<file path="src/rtl/bus_synchronizer_if.sv">
// Bus bundle between an asynchronous source and the bus_synchronizer receiver.
// The source drives tx_data/EN; the receiver returns rx_data/rx_valid in the
// destination clock domain.
interface bus_synchronizer_if #(
    parameter int BUS_WIDTH = 8
);
    logic [BUS_WIDTH-1:0] tx_data;
    logic                 EN;
    logic [BUS_WIDTH-1:0] rx_data;
    logic                 rx_valid;

    // Source side: drives the quasi-static bus and its qualifying level.
    modport master (
        output tx_data,
        output EN,
        input  rx_data,
        input  rx_valid
    );

    // Receiver side: samples the bus on a synchronized EN rising edge.
    modport slave (
        input  tx_data,
        input  EN,
        output rx_data,
        output rx_valid
    );
endinterface

</file>
<file path="src/rtl/bus_synchronizer.sv">
// Enable-based multi-bit CDC receiver. EN passes through a flop chain; its
// rising edge in the destination domain loads the quasi-static tx_data into
// rx_data and raises rx_valid for one cycle. tx_data itself never goes through
// synchronizer flops: the source keeps it stable until the load has happened.
module bus_synchronizer #(
    parameter int BUS_WIDTH   = 8,
    parameter int SYNC_STAGES = 2
) (
    input  logic              clk,
    input  logic              rst_n,
    bus_synchronizer_if.slave bus
);

    // Configuration guards: reject unsupported sizes at elaboration.
    generate
        if (SYNC_STAGES < 2 || SYNC_STAGES > 4) begin : g_bad_sync_stages
            $error("bus_synchronizer: SYNC_STAGES must be in 2..4");
        end
        if (BUS_WIDTH < 1 || BUS_WIDTH > 256) begin : g_bad_bus_width
            $error("bus_synchronizer: BUS_WIDTH must be in 1..256");
        end
    endgenerate

    // sync_q[0] is the first (metastability-catching) stage; the top bit is en_sync.
    logic [SYNC_STAGES-1:0] sync_q;
    logic [SYNC_STAGES-1:0] sync_d;
    logic                   en_sync;
    logic                   en_prev_q;
    logic                   load;

    logic [BUS_WIDTH-1:0]   rx_data_q;
    logic [BUS_WIDTH-1:0]   rx_data_d;
    logic                   rx_valid_q;
    logic                   rx_valid_d;

    // Shift EN into the chain; every later stage copies its predecessor.
    always_comb begin
        sync_d = {sync_q[SYNC_STAGES-2:0], bus.EN};
    end

    // Synchronizer chain register, cleared so a high EN at reset release reads as a rise.
    always_ff @(posedge clk or negedge rst_n) begin
        if (!rst_n) begin
            sync_q <= '0;
        end else begin
            sync_q <= sync_d;
        end
    end

    assign en_sync = sync_q[SYNC_STAGES-1];

    // Edge-detect history: previous cycle's synchronized enable.
    always_ff @(posedge clk or negedge rst_n) begin
        if (!rst_n) begin
            en_prev_q <= 1'b0;
        end else begin
            en_prev_q <= en_sync;
        end
    end

    // A load happens only on the cycle the synchronized enable first reads high.
    assign load = en_sync & ~en_prev_q;

    // Next-state for the capture register: hold data, pulse valid only on load.
    always_comb begin
        rx_data_d  = rx_data_q;
        rx_valid_d = 1'b0;
        if (load) begin
            rx_data_d  = bus.tx_data;
            rx_valid_d = 1'b1;
        end
    end

    // Capture register: outputs come only from these flops.
    always_ff @(posedge clk or negedge rst_n) begin
        if (!rst_n) begin
            rx_data_q  <= '0;
            rx_valid_q <= 1'b0;
        end else begin
            rx_data_q  <= rx_data_d;
            rx_valid_q <= rx_valid_d;
        end
    end

    assign bus.rx_data  = rx_data_q;
    assign bus.rx_valid = rx_valid_q;

endmodule

</file>
<file path="src/flat_wrapper.sv">
// flat-port wrapper written by rule: the top's interface ports become plain ports
module bus_synchronizer_flat 
#(
    parameter int BUS_WIDTH   = 8,
    parameter int SYNC_STAGES = 2
)
  (clk, rst_n, bus_tx_data, bus_EN, bus_rx_data, bus_rx_valid);
  bus_synchronizer_if #(.BUS_WIDTH(BUS_WIDTH)) bus_i ();
  input  logic clk;
  input  logic rst_n;
  input wire logic [$bits(bus_i.tx_data)-1:0] bus_tx_data;
  input wire logic [$bits(bus_i.EN)-1:0] bus_EN;
  output wire logic [$bits(bus_i.rx_data)-1:0] bus_rx_data;
  output wire logic [$bits(bus_i.rx_valid)-1:0] bus_rx_valid;
  assign bus_i.tx_data = bus_tx_data;
  assign bus_i.EN = bus_EN;
  assign bus_rx_data = bus_i.rx_data;
  assign bus_rx_valid = bus_i.rx_valid;
  bus_synchronizer #(.BUS_WIDTH(BUS_WIDTH), .SYNC_STAGES(SYNC_STAGES)) u_core (.clk(clk), .rst_n(rst_n), .bus(bus_i));
endmodule
</file>
<file path="config.mk">
export PLATFORM = sky130hd
export DESIGN_NAME = bus_synchronizer_flat
export DESIGN_NICKNAME = d
export VERILOG_FILES = /design/src/rtl/bus_synchronizer_if.sv /design/src/rtl/bus_synchronizer.sv /design/src/flat_wrapper.sv
export SDC_FILE = /design/constraint.sdc
export NUM_CORES = 1
export LEC_CHECK = 0
export CORE_AREA = 3 3 40 42
export DETAILED_ROUTE_END_ITERATION = 10
export DIE_AREA = 0 0 43 45
export HOLD_SLACK_MARGIN = 0.12
export PLACE_DENSITY_LB_ADDON = 0.2
export SYNTH_ARGS = -nofsm -noshare
export SYNTH_HDL_FRONTEND = slang
export SYNTH_SLANG_ARGS = --single-unit
</file>
<file path="constraint.sdc">
create_clock -name clk -period 1.3 [get_ports clk]
set_clock_uncertainty 0.1 [all_clocks]
set_input_delay 0.26 -clock clk [delete_from_list [all_inputs] [get_ports clk]]
set_output_delay 0.26 -clock clk [all_outputs]
set_load 0.02 [all_outputs]
</file>
==> results.cfg, run 1 <==
[timing]
relSlewSlack = 0.898
hold_viol = 0
setup_viol = 0
fin_crit_sh = 0.968
worst_pin_slew_ps = 152
rsz0062_at_grt = false
fmax_ghz = 0.795
post-route-min-period_ps = 1260
finalMaxSlewViolations = 0

[synth]
post-synth-top-area-fraction = 0.661
synth-xor-area-share = 0
synth.net_count = 33
yosysWarnings = 0
synth_cell_types = 4
synthTopCellsByArea = dfrtp_1, mux2_4, buf_12
yosys.area.top_type = dfrtp_1
synth_compound_area_frac = 0
synth_top_family_by_area = multiplexers
synth-seq-area-share = 0.661
synth-simple-area-share = 0.0303
synthAdderAreaFrac = 0
synth_seq_cells = 12
syn-instance-count = 22
syn_area_um2 = 454
syn_avg_cell_area_um2 = 20.6
synth_mux_area_frac = 0.264

[detailed_routing]
wire_per_inst_um = 12.3
wirelength_um = 763
avgViaCountPerCell = 4.35
antenna_left = 0
drc = 0
dr.pass1.iters = 1
drt_iter0_drc = 0
vias = 270

[floorplan]
fp-row-count = 13
start_util = 0.353
die_y_um = 45
core-area_um2 = 1280
die_area_um2 = 1940
io_pins = 20
dieWidth_um = 43

[cells_and_area]
antenna_cells = 0
final_util = 0.516
stdcell_count = 62
final_common_cell = dfrtp_1
drive_gt1_frac = 0.532
final_cell_mix = dfrtp_1, clkdlybuf4s50_1, mux2_4, buf_2
fillers = 115
nets = 59
syn_to_final_growth_pct = 46.0

[cts]
cts_tree = built
cts_buffers = 3
cts-root-buf = clkbuf_4
clock_sinks = 12
hold_buffers = 0
cts.htree.levels = 1
cts_setup_buffers = 0
clkLatencyLatePin_ps = 270
clk_pin_slew_ps = 80
cts_max_path_buffers = 2

[placement]
gp_congestion = 0.648
port_buffers = 19
dp_cells = 58

[worst_setup_path]
slowest_stage = dfrtp_1
crit_type = register to output pin
cp_max_fo = 2
worstPathArrival_ps = 900
cp_slowest_stage_delay_ps = 380
worst-path-stages = 1
start_kind = register
cp.buffers_inverters = 1
cp.required_ps = 940
cp_cell_sequence = clkdlybuf4s15_2
critPathCaptureType = output pin
critPathTopFamily = flip-flops
rrSetupSlack_ps = 120
reg2reg_depth = 3

[grt]
grt_usage = 0.0941
grt_pass1_wl_um = 1320
antenna_found_initial = 0
grt_max_degree = 13
grt_pass1_vias = 311
grt-ovfl-total = 0

[power]
power.density_nw_per_um2 = 1410
ir_worst_vdd_v = 0.000610
p_total_w = 0.000936
p_leak_nw = 0.321

[run]
maxCapViolCount = 0

[outcome]
status = finished clean

[worst_hold_path]
worstHoldPathType = input port to asynchronous set/reset pin
power breakdown:
part	switching, W	leakage [nW]	internal [W]
sequential	0.0000219	0.142	0.000416
clock	0.000124	0.0210	0.000170
combinational	0.0000905	0.158	0.000114
cell type report:
class	count	area, um^2	area share
flip-flops and latches	12	300	0.453
well taps	15	18.8	0.0283
clock buffers	4	36.3	0.0547
repair buffers	22	174	0.262
multi-input cells	9	134	0.202
synthesized netlist by cell type (all sizes together):
master	n
mux2	8
dfrtp	12
nor2b	1
buf	1
through the flow:
stage / TNS (ps) / area, um^2 / hold slack, ps / worst slack, ps
3_3_place_gp: 0 / 666 / 233 / 8.55
4_1_cts: 0 / 711 / 185 / 0.231
3_5_place_dp: -11.2 / 666 / 256 / -11.2
5_1_grt: 0 / 663 / 200 / 9.19
6_report: 0 / 663 / 188 / 42.0
2_1_floorplan: 0 / 454 / -136 / 157
sequential cells by signal (all words and copies together), names as in the netlist:
register,count
u_core.bus.rx_data,8
u_core.en_prev_q,1
u_core.bus.rx_valid,1
u_core.sync_q,2
logic make-up (layout without fill, tap and decap cells):
logic type             Yosys count  after routing
buffers and inverters            1             26
and+or+nand+nor                  1              1
muxes                            8              8
DFF                             12             12
worst reg2reg max path: cells and delay by family (launching register included):
kind,cells,cell delay (ps)
flip-flops,1,400
multiplexers,1,300
AND/OR/NAND/NOR,1,120
buffers and inverters,1,160
path summary, 6_finish.rpt:
kind,start,endpoint
worst max-delay path,u_core.bus.rx_data[3],bus_rx_data[3]
worst min-delay path,rst_n,u_core.sync_q[1]
worst max register to register,u_core.en_prev_q,u_core.bus.rx_data[7]
worst min register to register,u_core.sync_q[0],u_core.sync_q[1]
max in group asynchronous,rst_n,u_core.bus.rx_data[5]
min in group clk,u_core.sync_q[0],u_core.sync_q[1]
metal layers:
layer	vias to the layer above	routed length (um)	track usage
met5	-	0	0
met4	0	0	0.0361
met3	0	96	0.0558
met2	18	343	0.141
met1	129	322	0.112
li1	123	-	-
what timing repair did:
action / CTS / global route
resized for setup: 25 / 8
endpoints found under the setup margin: 9 / 8
pin swaps: 0 / 0
hold endpoints to repair: 0 / 0
No activity file was read; power rests on OpenSTA's default activity.
==> run 2, diff against run 1 <==
--- a/config.mk
+++ b/config.mk
@@ -12,2 +12,3 @@
 export PLACE_DENSITY_LB_ADDON = 0.2
+export SETUP_SLACK_MARGIN = 0.05
 export SYNTH_ARGS = -nofsm -noshare
==> constraint.sdc (replaced) <==
create_clock -name clk -period 1.3 [get_ports clk]
set_clock_uncertainty 0.1 [all_clocks]
set_input_delay 0.195 -clock clk [delete_from_list [all_inputs] [get_ports clk]]
set_output_delay 0.195 -clock clk [all_outputs]
set_load 0.02 [all_outputs]
==> run 2 against run 1 <==
  * Clock power is essentially flat
  * Worst hold slack gained 71 ps
  * Routed wire length rose by 1.7%
  * Via count increased by 1.9%
  * Critical path depth unchanged
  * Global-route usage unchanged
  * Sequential cell count unchanged
  * Sequential power is essentially flat
  * Non-clock buffer count grew 1
  * First-iteration DRC count did not move
  * Register-to-register slack about the same
  * Critical endpoint is now bus_rx_valid
==> results.cfg, run 2 (same netlist as run 1, synthesis figures left out) <==
[detailed_routing]
drt_iter0_drc = 0
antenna_left = 0
avgViaCountPerCell = 4.37
wire_per_inst_um = 12.3
dr.pass1.iters = 1
vias = 275
wirelength_um = 776
drc = 0

[worst_setup_path]
rrSetupSlack_ps = 120
worstPathArrival_ps = 910
critPathTopFamily = flip-flops
cp_max_fo = 1
cp.required_ps = 1000
cp.buffers_inverters = 1
cp_cell_sequence = clkdlybuf4s15_1
critPathCaptureType = output pin
cp_slowest_stage_delay_ps = 360
start_kind = register
crit_type = register to output pin
slowest_stage = dfrtp_1

[timing]
fmax_ghz = 0.832
worst_pin_slew_ps = 204
rsz0062_at_grt = false
post-route-min-period_ps = 1200
finalMaxSlewViolations = 0
whs_ps = 259
relSlewSlack = 0.865
fin_crit_sh = 0.925
tns_ps = 0
setup_viol = 0
hold_viol = 0

[floorplan]
die_area_um2 = 1940
dieWidth_um = 43
die_y_um = 45
io_pins = 20
core-area_um2 = 1280
fp-row-count = 13
start_util = 0.353

[power]
ir_worst_vdd_v = 0.000618
p_leak_nw = 0.326
power.density_nw_per_um2 = 1380

[cells_and_area]
multi_input_area_um2 = 134
antenna_cells = 0
final_cell_mix = dfrtp_1, clkdlybuf4s50_1, mux2_4, clkbuf_2
final_common_cell = dfrtp_1
fin_area_um2 = 678
largest_reg_flops = 8
fillers = 109
stdcell_count = 63
seqCellArea_um2 = 300
nets = 60
drive_gt1_frac = 0.500
syn_to_final_growth_pct = 49.3

[placement]
dp_cells = 58
place_area_um2 = 666
gp_congestion = 0.648
port_buffers = 19

[cts]
clk_pin_slew_ps = 70
cts_tree = built
cts_buffers = 3
clkLatencyLatePin_ps = 270
clock_sinks = 12
cts.htree.levels = 1
cts-root-buf = clkbuf_4
cts_max_path_buffers = 2

[grt]
antenna_found_initial = 0
busiest_layer = met2
grt_pass1_vias = 314
grt_usage = 0.0941
grt_max_degree = 13
grt_util_met1 = 0.112
grt-ovfl-total = 0
use_met2 = 0.141
grt_use_met3 = 0.0558
grt_pass1_wl_um = 1320

[worst_hold_path]
worstHoldPathType = input port to register

[outcome]
status = finished clean

[run]
maxCapViolCount = 0
==> run 2: final cells by class <==
| cell class | count | share of cell area |
|---|---|---|
| sequential | 12 | 0.443 |
| timing repair buffer | 23 | 0.279 |
| multi-input combinational | 9 | 0.197 |
| clock buffer | 4 | 0.0535 |
| tap | 15 | 0.0277 |
==> run 2: through the flow <==
step | util | setup WS (ps) | power [W]
after floorplan | - | 157 | 0.000564
after global placement | 0.518 | 73.5 | 0.000683
after detailed placement | 0.518 | 53.8 | 0.000688
after CTS | 0.556 | 51.2 | 0.000971
after global routing | 0.528 | 51.5 | 0.000987
final | 0.528 | 97.8 | 0.000938
==> run 2: layer usage <==
| layer | up-vias | part of all wire |
|---|---|---|
| met5 | - | 0 |
| met4 | 0 | 0 |
| met3 | 0 | 0.12 |
| met2 | 18 | 0.45 |
| met1 | 131 | 0.43 |
| li1 | 126 | - |
==> run 2: where the power goes <==
| part | leakage (nW) | switching [W] | internal [W] |
|---|---|---|---|
| logic | 0.164 | 0.0000912 | 0.000116 |
| registers | 0.142 | 0.0000229 | 0.000416 |
| clock network | 0.0210 | 0.000121 | 0.000170 |
| total | 0.326 | 0.000235 | 0.000702 |
==> run 2: worst paths after layout <==
kind                                     startpoint               endpoint  cells past startpoint
worst min register to register     u_core.sync_q[0]       u_core.sync_q[1]                      0
worst max-delay path            u_core.bus.rx_valid           bus_rx_valid                      1
worst min-delay path                         bus_EN       u_core.sync_q[0]                      1
min in group asynchronous                     rst_n       u_core.sync_q[1]                      3
max in group asynchronous                     rst_n  u_core.bus.rx_data[5]                      3
worst max register to register     u_core.en_prev_q  u_core.bus.rx_data[7]                      3
==> run 2: repair_timing <==
action | in CTS | in global routing
pin swaps | 0 | 0
hold endpoints to repair | 1 | 0
resized for setup | 20 | 8
hold buffers | 1 | 0
endpoints found under the setup margin | 9 | 8
buffers inserted | 0 | 0
